--- src/rtl/calc_sequencer.sv ---
// Control FSM for the matrix calculator: edge-detects key levels, sequences operand entry,
// ALU run and result display. Optional result chaining is enabled by defining CALC_CHAIN_EN.
module calc_sequencer #(
    parameter int ELEMS  = 4,
    parameter int ADDR_W = 2
) (
    input  logic              clk,
    input  logic              nrst,
    input  logic [2:0]        op_code,
    input  logic              is_op,
    input  logic              is_enter,
    input  logic              alu_done,
    output logic              wr_en,
    output logic              wr_sel,
    output logic [ADDR_W-1:0] wr_addr,
    output logic [2:0]        alu_op,
    output logic              alu_start,
    output logic              busy,
    output logic              disp_result,
    output logic              err,
    output logic              chain
);

    typedef enum logic [2:0] {
        ENTER_A,
        WAIT_OP,
        ENTER_B,
        COMPUTE,
        SHOW
    } state_e;

    localparam logic [ADDR_W-1:0] LAST_IDX = ADDR_W'(ELEMS - 1);

    state_e              state_q, state_d;
    logic [ADDR_W-1:0]   idx_q, idx_d;
    logic                prev_enter_q, prev_enter_d;
    logic                prev_op_q, prev_op_d;
    logic                wr_en_q, wr_en_d;
    logic                wr_sel_q, wr_sel_d;
    logic [ADDR_W-1:0]   wr_addr_q, wr_addr_d;
    logic [2:0]          alu_op_q, alu_op_d;
    logic                alu_start_q, alu_start_d;
    logic                err_q, err_d;
    logic                enter_ev, op_ev, op_valid;
`ifdef CALC_CHAIN_EN
    logic                chain_q, chain_d;
`endif

    assign enter_ev = is_enter & ~prev_enter_q;
    assign op_ev    = is_op & ~prev_op_q;
    assign op_valid = (op_code == 3'b001) || (op_code == 3'b010);

    always_comb begin
        state_d      = state_q;
        idx_d        = idx_q;
        prev_enter_d = is_enter;
        prev_op_d    = is_op;
        wr_en_d      = 1'b0;
        wr_sel_d     = 1'b0;
        wr_addr_d    = '0;
        alu_op_d     = alu_op_q;
        alu_start_d  = 1'b0;
        err_d        = err_q;
`ifdef CALC_CHAIN_EN
        chain_d      = 1'b0;
`endif
        case (state_q)
            ENTER_A, ENTER_B: begin
                if (enter_ev) begin
                    wr_en_d   = 1'b1;
                    wr_sel_d  = (state_q == ENTER_B);
                    wr_addr_d = idx_q;
                    if (idx_q == LAST_IDX) begin
                        idx_d = '0;
                        if (state_q == ENTER_A) begin
                            state_d = WAIT_OP;
                        end else begin
                            state_d     = COMPUTE;
                            alu_start_d = 1'b1;
                        end
                    end else begin
                        idx_d = idx_q + 1'b1;
                    end
                end
            end
            WAIT_OP: begin
                if (op_ev) begin
                    if (op_valid) begin
                        alu_op_d = op_code;
                        err_d    = 1'b0;
                        state_d  = ENTER_B;
                    end else begin
                        err_d = 1'b1;
                    end
                end
            end
            COMPUTE: begin
                if (alu_done) state_d = SHOW;
            end
            SHOW: begin
                if (enter_ev) begin
                    state_d = ENTER_A;
                    idx_d   = '0;
                end
`ifdef CALC_CHAIN_EN
                // Chained op: the datapath moves the result into A, so only B is entered next.
                else if (op_ev) begin
                    if (op_valid) begin
                        alu_op_d = op_code;
                        err_d    = 1'b0;
                        chain_d  = 1'b1;
                        idx_d    = '0;
                        state_d  = ENTER_B;
                    end else begin
                        err_d = 1'b1;
                    end
                end
`endif
            end
            default: begin
                state_d = ENTER_A;
                idx_d   = '0;
            end
        endcase
    end

    // Key history resets high so a key held through reset release is not seen as a press.
    always_ff @(posedge clk or negedge nrst) begin
        if (!nrst) begin
            state_q      <= ENTER_A;
            idx_q        <= '0;
            prev_enter_q <= 1'b1;
            prev_op_q    <= 1'b1;
            wr_en_q      <= 1'b0;
            wr_sel_q     <= 1'b0;
            wr_addr_q    <= '0;
            alu_op_q     <= 3'b000;
            alu_start_q  <= 1'b0;
            err_q        <= 1'b0;
`ifdef CALC_CHAIN_EN
            chain_q      <= 1'b0;
`endif
        end else begin
            state_q      <= state_d;
            idx_q        <= idx_d;
            prev_enter_q <= prev_enter_d;
            prev_op_q    <= prev_op_d;
            wr_en_q      <= wr_en_d;
            wr_sel_q     <= wr_sel_d;
            wr_addr_q    <= wr_addr_d;
            alu_op_q     <= alu_op_d;
            alu_start_q  <= alu_start_d;
            err_q        <= err_d;
`ifdef CALC_CHAIN_EN
            chain_q      <= chain_d;
`endif
        end
    end

    assign wr_en       = wr_en_q;
    assign wr_sel      = wr_sel_q;
    assign wr_addr     = wr_addr_q;
    assign alu_op      = alu_op_q;
    assign alu_start   = alu_start_q;
    assign busy        = (state_q == COMPUTE);
    assign disp_result = (state_q == SHOW);
    assign err         = err_q;
`ifdef CALC_CHAIN_EN
    assign chain       = chain_q;
`else
    assign chain       = 1'b0;
`endif

endmodule

--- config.mk ---
export PLATFORM = sky130hd
export DESIGN_NAME = calc_sequencer
export DESIGN_NICKNAME = d
export VERILOG_FILES = /design/src/rtl/calc_sequencer.sv
export SDC_FILE = /design/constraint.sdc
export NUM_CORES = 1
export LEC_CHECK = 0
export ABC_AREA = 1
export BUFFER_PORTS_ARGS = -buffer_cell sky130_fd_sc_hd__buf_2
export CORE_UTILIZATION = 41
export DETAILED_ROUTE_END_ITERATION = 7
export GPL_ROUTABILITY_DRIVEN = 0
export PLACE_DENSITY = 0.67
export SLEW_MARGIN = 40
export SYNTH_ARGS = -nofsm -noshare
export SYNTH_HDL_FRONTEND = slang
export SYNTH_SLANG_ARGS = --single-unit
--- constraint.sdc ---
create_clock -name clk -period 2.4 [get_ports clk]
set_input_delay 0.12 -clock clk [delete_from_list [all_inputs] [get_ports clk]]
set_output_delay 0.12 -clock clk [all_outputs]
set_load 0.01 [all_outputs]
Word level (Yosys, flattened, before mapping)
Index checks and enable logic that the tools add are counted.

cells by class
  add/sub/neg operators = 1
  eq/ne operators = 13
  multiplexer cells = 23
  bitwise gates (word level) = 5
  reduce and logical (&&, ||, !) cells = 8

operators by type and width
  cell                                           number
  two-way mux 3 bit                              6
  two-way mux 2 bit                              6
  one-hot mux 3 bit (4 select lines)             1
  != test 2 bit, second input constant           5
  == test 3 x 2 -> 1 bit, second input constant  3
  two-way mux 1 bit                              9
  == test 3 x 1 -> 1 bit, second input constant  2
  one-hot mux 2 bit (3 select lines)             1
  AND reduction 3 bit                            2
  AND reduction 6 bit                            1
  OR reduction 2 bit                             2
  == test 3 bit, second input constant           1
  zero test 3 bit                                1
  NOT 1 bit                                      3
  adder 2 x 1 -> 2 bit, second input constant    1
  AND 1 bit                                      2
  == test 2 bit, second input constant           1
  != test 2 x 1 -> 1 bit, second input constant  1
  AND reduction 2 bit                            1
  logical OR 1 bit                               1

storage, ports and cells
  register bits after elaboration = 16
  input bits = 8
  output and inout bits = 12
  logic and storage cells = 60

Logic depth before layout (Yosys ltp)
Gate-level depths: netlist (run 1).

  depth in word-level cells = 5
  gate-level depth with buffers = 8
  gate-level depth less buffers = 8

Worst setup path before layout (run 1)
Ideal clock, no wire load.

  path type = flip-flop to flip-flop
  start = register prev_enter_q
  end = register state_q[1]
  arrival = 1.034 ns
  setup slack = 1.248 ns
  stages on the path, launching flop included = 8
  cell sequence = dfstp_2 -> inv_1 -> nand2_1 -> inv_1 -> nor2_2 -> nor2_4 -> nand4_1 -> nand2_1

between the ends
  word-level cells in the longest chain between the ends = 4

RTL lines
  what                                                                      line  source
  from (decl)                                                               36    logic prev_enter_q, prev_enter_d;
  from (signal assigned)                                                    146   prev_enter_q <= prev_enter_d;
  NOT 1 bit (*)                                                             49    assign enter_ev = is_enter & ~prev_enter_q;
  AND 1 bit (*)                                                             49
  != test 2 bit (no source line) or != test 2 x 1 -> 1 bit (tied branches)  n/a
  AND reduction 6 bit (no source line) (*)                                  n/a
  to (signal assigned)                                                      144   state_q <= state_d;
  to (decl)                                                                 34    state_e state_q, state_d;

Every way passes the cells marked *; elsewhere a longest branch is shown, timed or not.
A chain may end at the register's enable or synchronous reset.

Worst setup path after layout (run 1)
  start = register state_q[2]
  end = output busy

between the ends
  word-level cells in the longest chain between the ends = 1

RTL lines
  what                    line  source
  == test 3 x 2 -> 1 bit  165   assign busy = (state_q == COMPUTE);
  to (decl)               18    output logic busy,

Every way passes these cells.

==> metrics.md, run 1 <==
| Metric | Value |
|---|---|
| Max Fclk | `0.790 GHz` |
| Initial antenna violation count | `0` |
| PwrDens | `766 nW/um^2` |
| Placed instance count | `127` |
| Netlist Area Pre-Place | `736 sq um` |
| CTS sink cnt | `16` |
| Crit Reg-Reg Startpoint | `prev_enter_q` |
| Max Fanout on Critical Path | `4` |
| Register area share after synthesis | `54.8%` |
| Util after Layout | `56.8%` |
| Final worst-path cycle share | `52.8%` |
| DP Wirelength | `976 um` |
| Top-Level Pins | `20` |
| Layout cells sized above 1 | `31.8%` |
| RSZ-0062 raised after global routing | `false` |
| First-pass GRT wire length | `2330 um` |
| Top delay family on crit path | `flip-flops` |
| Hold Crit Start | `op_code[0]` |
| CP startpoint kind | `flop` |
| Synth Register Bits | `16` |
| Post-CTS resize count | `0` |
| Rows | `14` |
| Cell with the most instances after synthesis | `nand2_1` |
| Worst Path Arrival | `1150 ps` |
| Flop pwr share | `51.1%` |
| Critical Path Max Stage Delay | `440 ps` |
| CP required | `2280 ps` |
| Layout filler cell count | `151` |
| Root buf cell | `clkbuf_4` |
| Clk pwr share | `20.6%` |
| Yosys top cell by area | `dfrtp_1` |
| Synth top area cells | `dfrtp_1, nand2_1, dfstp_2, inv_1, nand3_1` |
| CP Buf/Inv Count | `2` |
| Kind of critical path | `flop to output pin` |
| Die height | `44.4 um` |
| Worst-path clk slew | `90 ps` |
| DRC | `0` |
| Setup ws final | `1130 ps` |
| Largest net degree at the start of global routing | `17` |
| Clock Latency Late Sink | `280 ps` |
| Initial Util | `46.2%` |
| WL final | `1240 um` |
| Yosys top cell area share | `47.6%` |
| Syn avg cell area | `8.55 sq um` |
| Via count | `600` |
| Router iterations before antenna repair | `4` |
| Syn. warnings | `0` |
| Post-synth top cells | `nand2_1, dfrtp_1, inv_1` |
| Die area | `1970 sq um` |
| Worst hold path class | `primary input to flop` |
| GRT Total Usage | `16.4%` |
| CTS tree | `built` |
| Worst setup path start | `state_q[2]` |
| Post-Syn Nets | `95` |
| Fin. max-slew vios | `0` |
| Port Buffers | `18` |
| Diodes inserted | `0` |
| EDFF count, synth | `0` |
| Setup TNS | `0 ps` |
| Core ar. | `1590 sq um` |
| Clock Skew | `8.07 ps` |
| Leak pwr | `0.000518 uW` |
| Cell-internal power | `464 uW` |
| Combinational power share | `28.3%` |
| Gr ovfl total | `0` |
| Hold buffer count at cts | `3` |
| Worst-case hold slack | `40.3 ps` |
| Vias in the first global route | `585` |
| VDD IR-drop max | `0.359 mV` |
| Count of cell types in the netlist | `20` |
| Area growth syn-to-layout | `23.0%` |
| Status | `finished, final reports clean` |
| Die span in x | `44.4 um` |
| Drt via density | `4.48` |
| Cells after Synth | `86` |
| ANT nets after route | `0` |
| Critical path endpoint category | `output pin` |
| H-Tree Depth | `1` |
| Wire length per cell | `9.28 um` |
| Finished Layout Cells | `134` |
| Post-CTS setup buffer count | `0` |
| CTS Buf Count | `3` |
| Maximum clock path buffer count | `2` |
| Sw Ratio | `33.1%` |
| Ys async rst share | `100%` |
| Slowest stage cell, crit path | `dfrtp_1` |
| Final setup fails | `0` |
| Top FF cell, synth | `dfrtp_1` |
| Final hold viol count | `0` |
| Tmin final | `1270 ps` |
| Switching Power | `230 uW` |
| Critical path cell sequence | `inv_2 > nand2_2 > nor2_2 > buf_2` |
| Pre-CTS setup slack | `1140 ps` |
| Drt initial violations | `16` |
| Max Cap Viol | `0` |
| Nets@finish | `120` |
-- routing by layer --
layer / up-vias / track usage, % / share of wire (%)
met5: - / 0 / 0
met4: 0 / 7.27 / 0.80
met3: 2 / 3.67 / 5.2
met2: 20 / 27.1 / 46
met1: 268 / 20.4 / 48
li1: 310 / - / -
-- kinds of logic after synthesis --
kind of cell / share of synthesized area (%)
adders and majority gates: 1.70
buffers and inverters: 9.69
DFF: 54.8
other: 0.510
AOI/OAI and AO/OA: 4.59
and+or+nand+nor: 28.7
-- sequential cells by signal, indices dropped and copies added (netlist names) --
| signal | flops |
|---|---|
| idx_q | 2 |
| alu_start | 1 |
| wr_sel | 1 |
| err | 1 |
| wr_addr | 2 |
| prev_enter_q | 1 |
| state_q | 3 |
| alu_op | 3 |
| prev_op_q | 1 |
| wr_en | 1 |
-- worst paths after layout --
check                          endpoint  slack [ps]  cells past startpoint
max reg2reg                  state_q[1]        1160                      7
max in group asynchronous  prev_enter_q        1840                      2
min                           alu_op[1]          40                      2
max                                busy        1130                      4
min in group asynchronous         wr_en         260                      2
min reg2reg                   alu_op[2]         470                      2
-- final cells by class --
class                           instances  area (sq um)  share of cell area [%]
Timing Repair Buffer                   21           120                    13.3
Inverter                               17          63.8                    7.05
Sequential cell                        16           403                    44.5
Clock buffer                            4          26.3                    2.90
Tap cell                               24          30.0                    3.32
Multi-Input combinational cell         52           262                    28.9
-- layout by cell type (no fill, tap or decap), drive strengths merged --
cell / n
clkbuf: 4
inv: 17
dfstp: 2
conb: 1
nand2: 23
ha: 1
nand3: 6
o21a: 1
a31oi: 1
nor3: 1
dlygate4sd3: 3
nand4: 3
buf: 18
dfrtp: 14
o21ai: 4
nor2: 11
-- power groups by stage --
| stage | clock network (uW) | registers (uW) | logic [uW] |
|---|---|---|---|
| global route | 165 | 362 | 231 |
| CTS | 148 | 354 | 200 |
| detailed placement | 0 | 360 | 194 |
| finish | 143 | 354 | 196 |
| global placement | 0 | 357 | 189 |
| floorplan | 0 | 366 | 126 |
-- metrics by stage --
step	instance area, sq um	power [uW]
global placement	848	546
CTS	905	702
detailed placement	848	553
global route	905	757
floorplan	736	493
finish	905	693
Power figures use the tool's default switching activity.
==> run 2, diff against run 1 <==
==> constraint.sdc (replaced) <==
create_clock -name clk -period 1.23 [get_ports clk]
set_input_delay 0.0615 -clock clk [delete_from_list [all_inputs] [get_ports clk]]
set_output_delay 0.0615 -clock clk [all_outputs]
set_load 0.01 [all_outputs]
==> metrics.md, run 2 (synthesis gave the netlist of run 1 again) <==
| Metric | Value |
|---|---|
| Diodes inserted | `0 (unchanged)` |
| First-pass GRT wire length | `2410 um (+3.3%)` |
| Critical path endpoint category | `output pin` |
| Reg2reg end | `state_q[1]` |
| Port Buffers | `18 (unchanged)` |
| Router iterations before antenna repair | `4 (unchanged)` |
| CTS tree | `built` |
| Top-Level Pins | `20 (unchanged)` |
| Flop2flop setup slack | `30 ps (-1130 ps)` |
| VDD IR-drop max | `1.05 mV (+190%)` |
| DRC | `0 (unchanged)` |
| Tmin final | `1220 ps` |
| Initial antenna violation count | `0 (unchanged)` |
| Top delay family on crit path | `flip-flops` |
| Fin. max-slew vios | `0 (unchanged)` |
| Max Fanout on Critical Path | `4 (unchanged)` |
| Rows | `14 (unchanged)` |
| Hold Crit Start | `alu_done` |
| Max Fclk | `0.821 GHz` |
| CP startpoint kind | `flop` |
| Status | `finished, final reports clean` |
| Worst-path clk slew | `90 ps (about the same)` |
| Pre-CTS setup slack | `45.4 ps (-1100 ps)` |
| Max Cap Viol | `0 (unchanged)` |
| Drt initial violations | `8 (-8)` |
| Crit Reg-Reg Startpoint | `idx_q[1]` |
| Critical Path Max Stage Delay | `440 ps (about the same)` |
| Clock Latency Late Sink | `280 ps (about the same)` |
| Die span in x | `44.4 um (unchanged)` |
| CP required | `1170 ps (-1110 ps)` |
| WL final | `1440 um (+16%)` |
| Layout filler cell count | `149 (-1.3%)` |
| Maximum clock path buffer count | `2 (unchanged)` |
| Commonest cells after routing, fill and taps aside | `nand2_1, buf_2, dfrtp_1` |
| Hold path endpoint | `state_q[2]` |
| Final setup fails | `0 (unchanged)` |
| Clock Skew | `5.97 ps (-2.10 ps)` |
| CTS Buf Count | `3 (unchanged)` |
| ANT nets after route | `0 (unchanged)` |
| Critical path cell sequence | `inv_2 > nand2_2 > nor2_4 > buf_2` |
| Power Total | `1550 uW (+120%)` |
| PwrDens | `1550 nW/um^2 (+100%)` |
| Drt via density | `4.36 (-2.6%)` |
| Worst hold path class | `primary input to flop` |
| Reg2Reg Depth | `8 (+1)` |
| H-Tree Depth | `1 (unchanged)` |
| Setup ws final | `11.5 ps (-1120 ps)` |
| CP Buf/Inv Count | `2 (unchanged)` |
| Via count | `615 (+2.5%)` |
| Area after DPL | `856 sq um (+0.88%)` |
| Leak pwr | `0.000561 uW (+8.4%)` |
| Die area | `1970 sq um (unchanged)` |
| Vias in the first global route | `583 (-0.34%)` |
| Area growth syn-to-layout | `35.5%` |
| Final Cell Area | `997 sq um (+10%)` |
| RSZ-0062 raised after global routing | `true` |
| Kind of critical path | `flop to output pin` |
| Slowest stage cell, crit path | `dfrtp_1` |
| Root buf cell | `clkbuf_4` |
| Wire length per cell | `10.2 um (+9.9%)` |
| GRT Total Usage | `17.1% (+0.76 points)` |
| Layout cells sized above 1 | `41.9% (+10 points)` |
| DP Wirelength | `1010 um (+3.2%)` |
| Gr ovfl total | `0 (unchanged)` |
| Initial Util | `46.2% (unchanged)` |
| Final hold viol count | `0 (unchanged)` |
| CTS sink cnt | `16 (unchanged)` |
| Core ar. | `1590 sq um (unchanged)` |
| Nets@finish | `127 (+5.8%)` |
| Largest net degree at the start of global routing | `17 (unchanged)` |
| Worst Path Arrival | `1160 ps (about the same)` |
| Final worst-path cycle share | `99.1%` |
| WHS Path Cells | `3 (+1)` |
| Worst-case hold slack | `43.0 ps (+2.67 ps)` |
| Die height | `44.4 um (unchanged)` |
run 2: area by class of cell:
cell class | count | area [sq um] | area share, %
Sequential cell | 16 | 403 | 40.4
Tap cell | 24 | 30.0 | 3.01
Multi-Input combinational cell | 52 | 289 | 29.0
Clock buffer | 4 | 36.3 | 3.64
Inverter | 17 | 63.8 | 6.40
Timing Repair Buffer | 28 | 175 | 17.6
run 2: where the power goes:
group	total (uW)	leakage (uW)	switching, uW	internal (uW)
sequential	692	0.000209	67.5	625
clock	337	0.0000210	157	180
combinational	521	0.000331	285	235
run 2: worst register-to-register path, stage by stage, from the launching register on:
cell,delay [ps]
dfrtp_1,410
ha_2,190
inv_2,40
nand2_1,80
nand2_2,70
nor2_4,130
nand3_2,70
nand2_1,60
nand2_1,40
run 2: metal layers:
| layer | vias to the layer above | share of wire (%) | track usage [%] |
|---|---|---|---|
| met5 | - | 0 | 0 |
| met4 | 0 | 1.7 | 7.27 |
| li1 | 327 | - | - |
| met3 | 2 | 3.8 | 3.67 |
| met2 | 14 | 49 | 27.4 |
| met1 | 272 | 46 | 22.5 |
run 2: worst max-delay path by stage:
stage                       startpoint          to  slack [ps]  cells after the start
after floorplan           prev_enter_q  state_q[1]          80                      7
after global placement    prev_enter_q  state_q[1]          90                      7
after CTS                   state_q[2]        busy          20                      4
after global routing        state_q[2]        busy         -40                      4
final                       state_q[2]        busy          10                      4
after detailed placement  prev_enter_q  state_q[1]          50                      7
run 2: what timing repair did:
| action | in CTS | in global routing |
|---|---|---|
| setup endpoints to repair | 0 | 7 |
| setup buffers | 0 | 5 |
| hold buffers | 4 | 0 |
| hold endpoints to repair | 19 | 0 |
| gates resized for setup | 0 | 9 |
run 2: metrics by stage:
step	cells	util, %	setup TNS [ps]
floorplan	86	-	0
global placement	128	53.7	0
detailed placement	128	53.7	0
CTS	136	58.5	0
global route	141	62.6	-104
finish	141	62.6	0
